`src/rtl/bary_weight_sequencer.sv`:
```
// Barycentric weight sequencer: computes w0/w1/w2 = (area_k << FRAC) / area_012 by
// time-sharing one external start/done divider, flagging degenerate triangles and divider timeouts.
module bary_weight_sequencer #(
  parameter int AW      = 16,
  parameter int WW      = 32,
  parameter int FRAC    = 6,
  parameter int TIMEOUT = 64
) (
  input  logic               clk,
  input  logic               rst,
  input  logic               valid_data,
  output logic               in_ready,
  input  logic [AW-1:0]      area_012,
  input  logic [AW-1:0]      area_p12,
  input  logic [AW-1:0]      area_0p2,
  input  logic [AW-1:0]      area_01p,
  output logic               div_start,
  output logic [AW+FRAC-1:0] div_a,
  output logic [AW-1:0]      div_b,
  input  logic               div_done,
  input  logic [WW-1:0]      div_q,
  output logic [WW-1:0]      w0,
  output logic [WW-1:0]      w1,
  output logic [WW-1:0]      w2,
  output logic               interp_done,
  output logic               degenerate,
  output logic               timeout_err
);

  localparam int WDW = $clog2(TIMEOUT) + 1;
  localparam logic [WDW-1:0] WD_LAST = WDW'(TIMEOUT - 1);

  typedef enum logic [1:0] {
    IDLE  = 2'd0,
    ISSUE = 2'd1,
    WAIT  = 2'd2,
    DONE  = 2'd3
  } state_t;

  state_t             state_r;
  logic [1:0]         idx_r;
  logic [WDW-1:0]     wd_r;
  logic [AW-1:0]      a0p2_r;
  logic [AW-1:0]      a01p_r;
  logic               div_start_r;
  logic [AW+FRAC-1:0] div_a_r;
  logic [AW-1:0]      div_b_r;
  logic [WW-1:0]      w0_r;
  logic [WW-1:0]      w1_r;
  logic [WW-1:0]      w2_r;
  logic               interp_done_r;
  logic               degenerate_r;
  logic               timeout_err_r;

  // Dividend is the sub-area shifted into the weight's fixed-point format.
  function automatic logic [AW+FRAC-1:0] scale_area(input logic [AW-1:0] area);
    return {area, {FRAC{1'b0}}};
  endfunction

  assign in_ready    = (state_r == IDLE);
  assign div_start   = div_start_r;
  assign div_a       = div_a_r;
  assign div_b       = div_b_r;
  assign w0          = w0_r;
  assign w1          = w1_r;
  assign w2          = w2_r;
  assign interp_done = interp_done_r;
  assign degenerate  = degenerate_r;
  assign timeout_err = timeout_err_r;

  // Sequencer FSM; divider operands and pulses are registered on entry to ISSUE/DONE.
  always_ff @(posedge clk) begin
    if (rst) begin
      state_r       <= IDLE;
      idx_r         <= 2'd0;
      wd_r          <= {WDW{1'b0}};
      a0p2_r        <= {AW{1'b0}};
      a01p_r        <= {AW{1'b0}};
      div_start_r   <= 1'b0;
      div_a_r       <= {(AW+FRAC){1'b0}};
      div_b_r       <= {AW{1'b0}};
      w0_r          <= {WW{1'b0}};
      w1_r          <= {WW{1'b0}};
      w2_r          <= {WW{1'b0}};
      interp_done_r <= 1'b0;
      degenerate_r  <= 1'b0;
      timeout_err_r <= 1'b0;
    end else begin
      div_start_r   <= 1'b0;
      interp_done_r <= 1'b0;
      case (state_r)
        IDLE: begin
          if (valid_data) begin
            a0p2_r        <= area_0p2;
            a01p_r        <= area_01p;
            div_b_r       <= area_012;
            idx_r         <= 2'd0;
            timeout_err_r <= 1'b0;
            if (area_012 == {AW{1'b0}}) begin
              w0_r          <= {WW{1'b0}};
              w1_r          <= {WW{1'b0}};
              w2_r          <= {WW{1'b0}};
              degenerate_r  <= 1'b1;
              interp_done_r <= 1'b1;
              state_r       <= DONE;
            end else begin
              degenerate_r <= 1'b0;
              div_a_r      <= scale_area(area_p12);
              div_start_r  <= 1'b1;
              state_r      <= ISSUE;
            end
          end else begin
            state_r <= IDLE;
          end
        end
        ISSUE: begin
          wd_r    <= {WDW{1'b0}};
          state_r <= WAIT;
        end
        WAIT: begin
          if (div_done) begin
            case (idx_r)
              2'd0:    w0_r <= div_q;
              2'd1:    w1_r <= div_q;
              default: w2_r <= div_q;
            endcase
            if (idx_r == 2'd2) begin
              interp_done_r <= 1'b1;
              state_r       <= DONE;
            end else begin
              idx_r       <= idx_r + 2'd1;
              div_a_r     <= scale_area((idx_r == 2'd0) ? a0p2_r : a01p_r);
              div_start_r <= 1'b1;
              state_r     <= ISSUE;
            end
          end else if (wd_r == WD_LAST) begin
            timeout_err_r <= 1'b1;
            interp_done_r <= 1'b1;
            state_r       <= DONE;
          end else begin
            wd_r <= wd_r + WDW'(1);
          end
        end
        DONE: begin
          state_r <= IDLE;
        end
        default: begin
          state_r <= IDLE;
        end
      endcase
    end
  end

endmodule

```
`config.mk`:
```
export PLATFORM = sky130hd
export DESIGN_NAME = bary_weight_sequencer
export DESIGN_NICKNAME = d
export VERILOG_FILES = /design/src/rtl/bary_weight_sequencer.sv
export SDC_FILE = /design/constraint.sdc
export NUM_CORES = 1
export LEC_CHECK = 0
export CORE_MARGIN = 2
export CORE_UTILIZATION = 50
export CTS_CLUSTER_SIZE = 24
export DETAILED_ROUTE_END_ITERATION = 8
export PLACE_DENSITY_LB_ADDON = 0.12
export SLEW_MARGIN = 10
export SYNTH_ARGS = -nofsm -noshare
export SYNTH_HDL_FRONTEND = slang
export SYNTH_SLANG_ARGS = --single-unit
```
`constraint.sdc`:
```
create_clock -name clk -period 4.9 [get_ports clk]
set_input_delay 0.49 -clock clk [delete_from_list [all_inputs] [get_ports clk]]
set_output_delay 0.49 -clock clk [all_outputs]
set_load 0.005 [all_outputs]
```
==> impl_metrics.py <==
metrics = {
    "flow_run": {
        "cap_violations": 0,
    },
    "sta": {
        "maxClockFrequency_ghz": 0.367,
        "clock-skew-final_ns": 0.00857,
        "relSlewSlack": 0.266,
        "fin_tns_setup_ns": 0,
        "tightest_slew_ns": 1.10,
        "final-setup-viol-count": 0,
        "final.min_clock_period_ns": 2.72,
        "maxSlewViolCount": 0,
        "hold_viol": 0,
        "rsz0062_at_grt": "false",
        "fin_crit_sh": 0.556,
    },
    "finish": {
        "area_growth_pct": 40.3,
        "instances_no_fill": 1237,
        "n_antenna_cell": 0,
        "utilization": 0.713,
        "drive_gt1_frac": 0.0541,
        "num-nets-final": 1144,
        "nFillCells": 1184,
        "final_area_sq_um": 10300,
    },
    "floorplan": {
        "die_h_um": 125,
        "ioPinCount": 239,
        "fp-row-count": 44,
        "die_area_sq_um": 15700,
        "start_util": 0.509,
        "placeableCoreArea_sq_um": 14400,
        "dieWidth_um": 125,
    },
    "place": {
        "gp_congestion": 0.820,
        "dp_hpwl_mm": 12.7,
        "dp_cells": 1205,
        "place_area_sq_um": 9670,
        "io_buffers": 232,
    },
    "synth": {
        "synth_seq_cells": 175,
        "synth_cell_types": 42,
        "yosysTopAreaCellShare": 0.477,
        "avgSynthCellArea_sq_um": 8.58,
        "async_reset_ff_frac": 0,
        "syn_area_sq_um": 7340,
        "synth_ff_type": "dfxtp_1",
        "synth_largest_area_cell": "dfxtp_1",
        "synth_edf_count": 0,
        "syn_inst": 855,
        "ys_top_cells_by_area": "dfxtp_1 48%, o32ai_1 7.6%, nand2_1 6.8%",
        "synth_warnings": 0,
        "seq_area_frac_synth": 0.477,
    },
    "grt": {
        "grt_max_degree": 146,
        "overflow": 0,
        "grt_pass1_vias": 6003,
        "antenna_found_initial": 0,
        "grt_pass1_wl_mm": 30.6,
        "grtUsageTotal": 0.239,
    },
    "power": {
        "power_density_nw_per_um2": 338,
        "peakVddDrop_uv": 238,
        "p_leak_nw": 3.60,
        "power_mw": 3.48,
    },
    "route": {
        "wl_mm": 19.2,
        "firstDrtPassIters": 5,
        "drtIter0Drc": 511,
        "via_per_inst": 5.33,
        "remaining_drc_errors": 0,
        "num_vias": 6598,
        "ant_nets": 0,
        "wl_per_cell_um": 15.5,
    },
    "worst_setup_path": {
        "critical_path_class": "reg -> reg",
        "cp-start-kind": "flop",
        "crit_required_ns": 5.25,
        "critPathArrivalTime_ns": 3.07,
        "worst-path-max-fanout": 41,
        "endpoint_kind": "flop",
    },
    "cts": {
        "worstSkewPairLatency_ns": 0.43,
        "cts_buffers": 17,
        "cts_resized": 0,
        "clk_pin_slew_ns": 0.06,
        "clock_path_buffers": 2,
        "tritoncts": "built",
        "post_cts_buffers": 0,
        "numClockSinks": 175,
        "hold_buffers": 0,
        "root_buffer": "clkbuf_16",
        "cts_max_level": 4,
    },
    "status": {
        "status": "finished clean",
    },
    "hold_path": {
        "hold_class": "reg -> reg",
    },
}
## layout make-up
cell class                 instances  area (sq um)  share of cell area
timing repair buffer             243          2410               0.234
clock inverter                    13           190              0.0185
tap                              184           230              0.0224
clock buffer                      19           433              0.0421
inverter                          69           259              0.0252
multi-input combinational        534          3270               0.318
sequential                       175          3500               0.340
## Yosys cell counts (2+ instances only)
cell / number
a211o_1: 16
a21oi_1: 88
a22oi_1: 2
a31oi_1: 4
a41oi_1: 2
and4bb_2: 2
buf_1: 3
buf_2: 12
buf_4: 7
buf_6: 4
clkbuf_1: 56
dfxtp_1: 175
ha_1: 4
inv_1: 69
mux2i_1: 33
nand2_1: 133
nand2b_1: 53
nand3_1: 11
nand4_1: 2
nor2_1: 22
nor2b_1: 2
nor3_1: 3
nor3_2: 2
nor3b_2: 2
nor4_2: 4
o21ai_0: 33
o32ai_1: 64
or3_1: 33
## worst paths after layout
path	slack [ns]	start	endpoint	cells after the start
min	0.45	div_b[9]	div_b[9]	2
min reg2reg	0.45	div_b[9]	div_b[9]	2
max reg2reg	2.18	state_r[1]	w2[28]	5
max	2.18	state_r[1]	w2[28]	5
## cell usage in the layout, fill, tap and decap left out, types with 6 or more instances in the layout
cell type        count
clkdlybuf4s50_1    231
dfxtp_1            175
nand2_1            133
a21oi_1             88
inv_1               69
o32ai_1             64
nand2b_1            52
o21ai_0             33
or3_1               33
mux2i_1             33
nor2_1              22
clkbuf_16           17
a211o_1             16
nand3_1             11
buf_4               11
conb_1               6
## per-stage QoR
stage / worst slack (ns) / hold slack, ns
5_1_grt: 1.92 / 0.470
3_5_place_dp: 1.81 / 0.446
4_1_cts: 2.17 / 0.454
2_1_floorplan: 3.04 / 0.436
6_report: 2.18 / 0.454
3_3_place_gp: 1.88 / 0.441
## state kept, by name, summed over array words and instances (netlist names)
signal / cells
w0: 32
div_b: 16
a0p2_r: 16
div_start: 1
interp_done: 1
w1: 32
div_a: 16
state_r: 2
idx_r: 2
timeout_err: 1
wd_r: 7
w2: 32
a01p_r: 16
degenerate: 1
## cell families after synthesis
group | after synthesis | synth area share
adders and majority gates | 4 | 0.00682
DFF | 175 | 0.477
buffers and inverters | 151 | 0.0870
muxes | 33 | 0.0450
xor gates and xnor gates | 1 | 0.00119
AOI/OAI and AO/OA | 217 | 0.196
other | 1 | 0.000511
and+or+nand+nor | 273 | 0.186
## report_power, final
group	switching (mW)	internal, mW	total [mW]
Clock	0.569	0.855	1.42
Combinational	0.266	0.251	0.517
Sequential	0.0448	1.49	1.54
Total	0.880	2.60	3.48
## per-layer routing
metal	vias up	global-route usage	wire [um]
li1	3304	-	-
met1	3032	0.314	8390
met2	234	0.377	8980
met3	28	0.0685	1410
met4	0	0.0869	378
met5	-	0	0
## critical path: stages (launching register included)
cell and delay [ns]:
dfxtp_1 0.75, nor2b_4 0.88, buf_4 0.43, nand2_1 0.10
or3_1 0.32, a21oi_1 0.16
Power figures use the tool's default switching activity.
==> edit 1 (same flow settings) <==
Add an input register stage for `div_q`; this delays it by one clock. The other inputs are not delayed to match.
--- a/src/rtl/bary_weight_sequencer.sv
+++ b/src/rtl/bary_weight_sequencer.sv
@@ -36,6 +36,12 @@
     WAIT  = 2'd2,
     DONE  = 2'd3
   } state_t;
+
+  logic [WW-1:0] div_q_q;
+
+  always_ff @(posedge clk) begin
+    div_q_q <= div_q;
+  end
 
   state_t             state_r;
   logic [1:0]         idx_r;
@@ -120,9 +126,9 @@
         WAIT: begin
           if (div_done) begin
             case (idx_r)
-              2'd0:    w0_r <= div_q;
-              2'd1:    w1_r <= div_q;
-              default: w2_r <= div_q;
+              2'd0:    w0_r <= div_q_q;
+              2'd1:    w1_r <= div_q_q;
+              default: w2_r <= div_q_q;
             endcase
             if (idx_r == 2'd2) begin
               interp_done_r <= 1'b1;
Check against the original RTL: not equivalent (a bounded check fails within 4 cycles, from zero or initial values and one cycle with rst high).
==> edit 1 against the unedited design <==
  * Wire length increased by 6.7%
  * Via count grew 1.5%
  * Final cell count grew 2.7%
  * Total power up 7.2%
  * Count of clock-buffer cells in the layout grew 13
  * Register-to-register slack improved by 230 ps
  * Die area rose by 7.9%
  * Sequential power increased by 18%
  * Synthesized area is 8.1% higher
  * Cell area increased by 6.3%
  * Highest routed layer unchanged
  * Worst setup slack better by 46 ps
  * Clock power increased by 4%
  * Largest power group unchanged
  * Utilization fell by 1.7 points
  * Critical endpoint is now w0[27]
  * Sequential cell count increased by 32
==> edit 1: results (changes against the unedited design) <==
| Metric | Value |
|---|---|
| Worst Setup Slack, final | `2220 ps (+46.4 ps)` |
| CTS max path bufs | `3 (+1)` |
| GPL Wtd Cong | `0.799 (-2.6%)` |
| Post-synth top cells | `dfxtp_1 (207), nand2_1 (104), a21oi_1 (85)` |
| Status | `finished, final reports clean` |
| Clock latency on the worst-skew pair | `490 ps (+60 ps)` |
| GR Layer Usage met3 | `4.72% (-2.1 points)` |
| Reg2reg setup slack | `2410 ps (+230 ps)` |
| Largest net degree at the start of global routing | `145 (-0.68%)` |
| Multiplexer area fraction after synthesis | `4.16% (-0.34 points)` |
| Hold Slack | `437 ps (-16.5 ps)` |
| Worst Path Arrival | `3010 ps (-60 ps)` |
| LEAKAGE | `3.94 nW (+9.5%)` |
| Vias | `6,699 (+1.5%)` |
| Compound-Gate Fraction of Synth Area | `18.0% (-1.6 points)` |
| Post-detail-place hpwl | `13,400 um (+5.2%)` |
| Post-synthesis xor/xnor area fraction | `0.110% (-0.0090 points)` |
| Final Skew | `11.4 ps (+2.83 ps)` |
| Vias in the first global route | `6,014 (+0.18%)` |
| First-pass GRT wire length | `31,400 um (+2.4%)` |
| Max IR drop VDD | `0.000241 V (+1.2%)` |
| Share of cells above drive strength 1 | `4.84% (-0.57 points)` |
| Synth Area in Adders | `0.631% (-0.051 points)` |
| Synth Instances | `849 (-0.70%)` |
| DR vias/cell | `5.27 (-1.1%)` |
| DR iter-0 viols | `667 (+31%)` |
| HP Class | `in -> reg` |
| Reg-to-Reg End | `div_a[18]` |
| Hold Path End | `div_q_q[6]` |
==> edit 1: through the flow <==
stage / cell area, um^2 / utilization (%)
finish: 10900 / 69.6
global route: 10900 / 69.6
CTS: 10900 / 69.6
detailed placement: 10300 / 65.6
global placement: 10300 / 65.6
floorplan: 7950 / -
==> edit 1: report_power, final <==
part | leakage [nW] | switching [W] | internal (W) | total, W
Sequential | 1.69 | 0.0000522 | 0.00176 | 0.00181
Combinational | 1.93 | 0.000211 | 0.000223 | 0.000434
Clock | 0.316 | 0.000630 | 0.000853 | 0.00148
==> edit 1: cell families (layout without fill, tap and decap cells) <==
logic type      after synthesis  after routing
simple gates                240            240
compound gates              215            215
flops                       207            207
buf+inv                     148            348
mux                          33             33
fa+ha+maj                     4              4
other cells                   1              6
xor+xnor                      1              1
==> edit 1: critical path: stages <==
cell,delay (ps)
clkdlybuf4s50_1,420
nor4_1,570
a41oi_4,190
buf_4,310
nor3_4,560
buf_4,350
o32ai_1,110
==> edit 1: worst max path at each step <==
stage,startpoint,end
finish,area_012[0],w0[27]
global route,area_012[3],w0[27]
floorplan,idx_r[0],w2[26]
detailed placement,area_012[0],w0[23]
global placement,area_012[0],w0[31]
CTS,area_012[0],w0[27]
==> edit 1: layer usage <==
| layer | routed length [um] | share of wire, % |
|---|---|---|
| met1 | 8970 | 44 |
| met2 | 9490 | 46 |
| met3 | 1440 | 7.1 |
| met4 | 524 | 2.6 |
| met5 | 0 | 0 |
==> edit 1: final cells by class <==
type	instances	area, um^2	area share [%]
clock buffer	32	607	5.55
inverter	68	255	2.33
sequential	207	4150	37.9
multi-input combinational	499	3220	29.4
timing repair buffer	243	2420	22.1
tap	216	270	2.47
clock inverter	5	28.8	0.263
==> edit 2 (same flow settings) <==
Made on the original files. The parameter `FRAC` goes from 6 to 7.
--- a/src/rtl/bary_weight_sequencer.sv
+++ b/src/rtl/bary_weight_sequencer.sv
@@ -3,7 +3,7 @@
 module bary_weight_sequencer #(
   parameter int AW      = 16,
   parameter int WW      = 32,
-  parameter int FRAC    = 6,
+  parameter int FRAC    = 7,
   parameter int TIMEOUT = 64
 ) (
   input  logic               clk,
Ports: changed (resized div_a); port bits go from 239 to 240. The function was not compared with the original's and may differ.
==> edit 2 against the unedited design <==
  * Wire length about the same
  * Sequential cell count unchanged
  * Hold slack better by 1.1 ps
  * Total power up 0.29%
  * Via count down 0.21%
  * Worst setup slack worse by 11 ps
  * Synthesized area up 0.10%
  * Global-route usage down 0.073 points
  * Sequential power about the same
  * Cell area about the same
  * Die area up 0.10%
  * Critical path type unchanged
==> edit 2: results (changes against the unedited design) <==
| Metric | Value |
|---|---|
| Hold Path End | `a0p2_r[2]` |
| P_comb | `0.000517 W (about the same)` |
| Post-synth top cells | `dfxtp_1 (175), nand2_1 (133), a21oi_1 (88)` |
| Worst Path Arrival | `3080 ps (about the same)` |
| CP max stage delay | `1000 ps (+120 ps)` |
| Max IR drop VDD | `0.000229 V (-3.9%)` |
| Status | `finished, final reports clean` |
| Reg2reg setup slack | `2170 ps` |
| Routed len/inst | `15.5 um (about the same)` |
| Pint | `0.00263 W (+1.2%)` |
| DR vias/cell | `5.32 (-0.21%)` |
| Reg2Reg Depth | `5 (unchanged)` |
| Pre-CTS WS | `2000 ps (+193 ps)` |
| Crit Path Max Fanout | `50 (+22%)` |
| Seq/Total Area, Yosys | `47.7% (-0.049 points)` |
| Resize count post-CTS | `0 (unchanged)` |
| Die ar. | `15,700 um^2 (+0.10%)` |
| Clock latency on the worst-skew pair | `420 ps` |
| Max-Slew Margin vs Limit | `27.0% (+0.47 points)` |
| Yosys warns | `0 (unchanged)` |
| Clock transition at the registers of the reported paths | `60 ps (about the same)` |
| Met2 GRT Util | `36.7% (-1.0 points)` |
| Largest net degree at the start of global routing | `129 (-12%)` |
| Reg-to-Reg End | `w2[8]` |
| Total chip power | `0.00349 W (+0.29%)` |
| Num CTS Buffers | `17 (unchanged)` |
| Share of cells above drive strength 1 | `5.51% (+0.095 points)` |
| Post-detail-place hpwl | `12,700 um (-0.47%)` |
| GRT met1 Usage | `33.1% (+1.7 points)` |
| Wire length on met3 | `1190 um (-16%)` |
| Period utilization | `55.8% (+0.23 points)` |
| Vias in the first global route | `6,053 (+0.83%)` |
| Metal2 WL | `8690 um (-3.2%)` |
| TritonRoute pass-1 iters | `7 (+2)` |
| Top sig layer | `met4` |
| DR iter-0 viols | `411 (-20%)` |
| LEAKAGE | `3.62 nW (+0.49%)` |
| GPL Wtd Cong | `0.818 (-0.24%)` |
| Hold Slack | `455 ps (+1.09 ps)` |
| Most used flip-flop cell after synthesis | `dfxtp_1` |
| First-pass GRT wire length | `30,800 um (+0.63%)` |
| GR Layer Usage met3 | `5.73% (-1.1 points)` |
| Slowest-stage cell, CP | `nor2b_4` |
| Hold Violations, Final | `0 (unchanged)` |
| Routed length on met1 | `8920 um (+6.2%)` |
| Diode count | `0 (unchanged)` |
| Final Skew | `4.67 ps (-3.90 ps)` |
| Area contributors post-synth | `dfxtp_1 (48%), o32ai_1 (7.6%), nand2_1 (6.8%), a21oi_1 (6.0%), nand2b_1 (4.5%)` |
| Final net count | `1,145 (+0.087%)` |
| Fillers | `1,175 (-0.76%)` |
| GR Util All Layers | `23.8% (-0.073 points)` |
| Vias | `6,584 (-0.21%)` |
| Hold path startpoint | `a0p2_r[2]` |
| CP top delay family | `simple AND/OR/NAND/NOR gates` |
## edit 2: changes by cell type after synthesis, sizes merged
cell / unedited run / this run
buf: 26 / 27
## edit 2: area by class of cell
class | instances | area share (%)
tap | 184 | 2.23
multi-input combinational | 535 | 31.8
clock inverter | 11 | 1.58
sequential | 175 | 34.0
inverter | 69 | 2.51
clock buffer | 20 | 4.53
timing repair buffer | 243 | 23.4
## edit 2: cells by family after synthesis
logic type               synth area share, %
AND/OR/NAND/NOR                         18.6
AO/OA/AOI/OAI                           19.6
flip-flops                              47.7
buffers and inverters                   8.79
multiplexers                            4.50
adder cells (fa/ha/maj)                0.681
other                                 0.0511
XOR/XNOR                               0.119
## edit 2: stage by stage
step	instance area, um^2	utilization [%]	std cells
after CTS	10300	71.4	1237
final	10300	71.4	1237
after global routing	10300	71.4	1237
after floorplan	7370	-	862
after detailed placement	9670	67.1	1206
after global placement	9670	67.1	1206
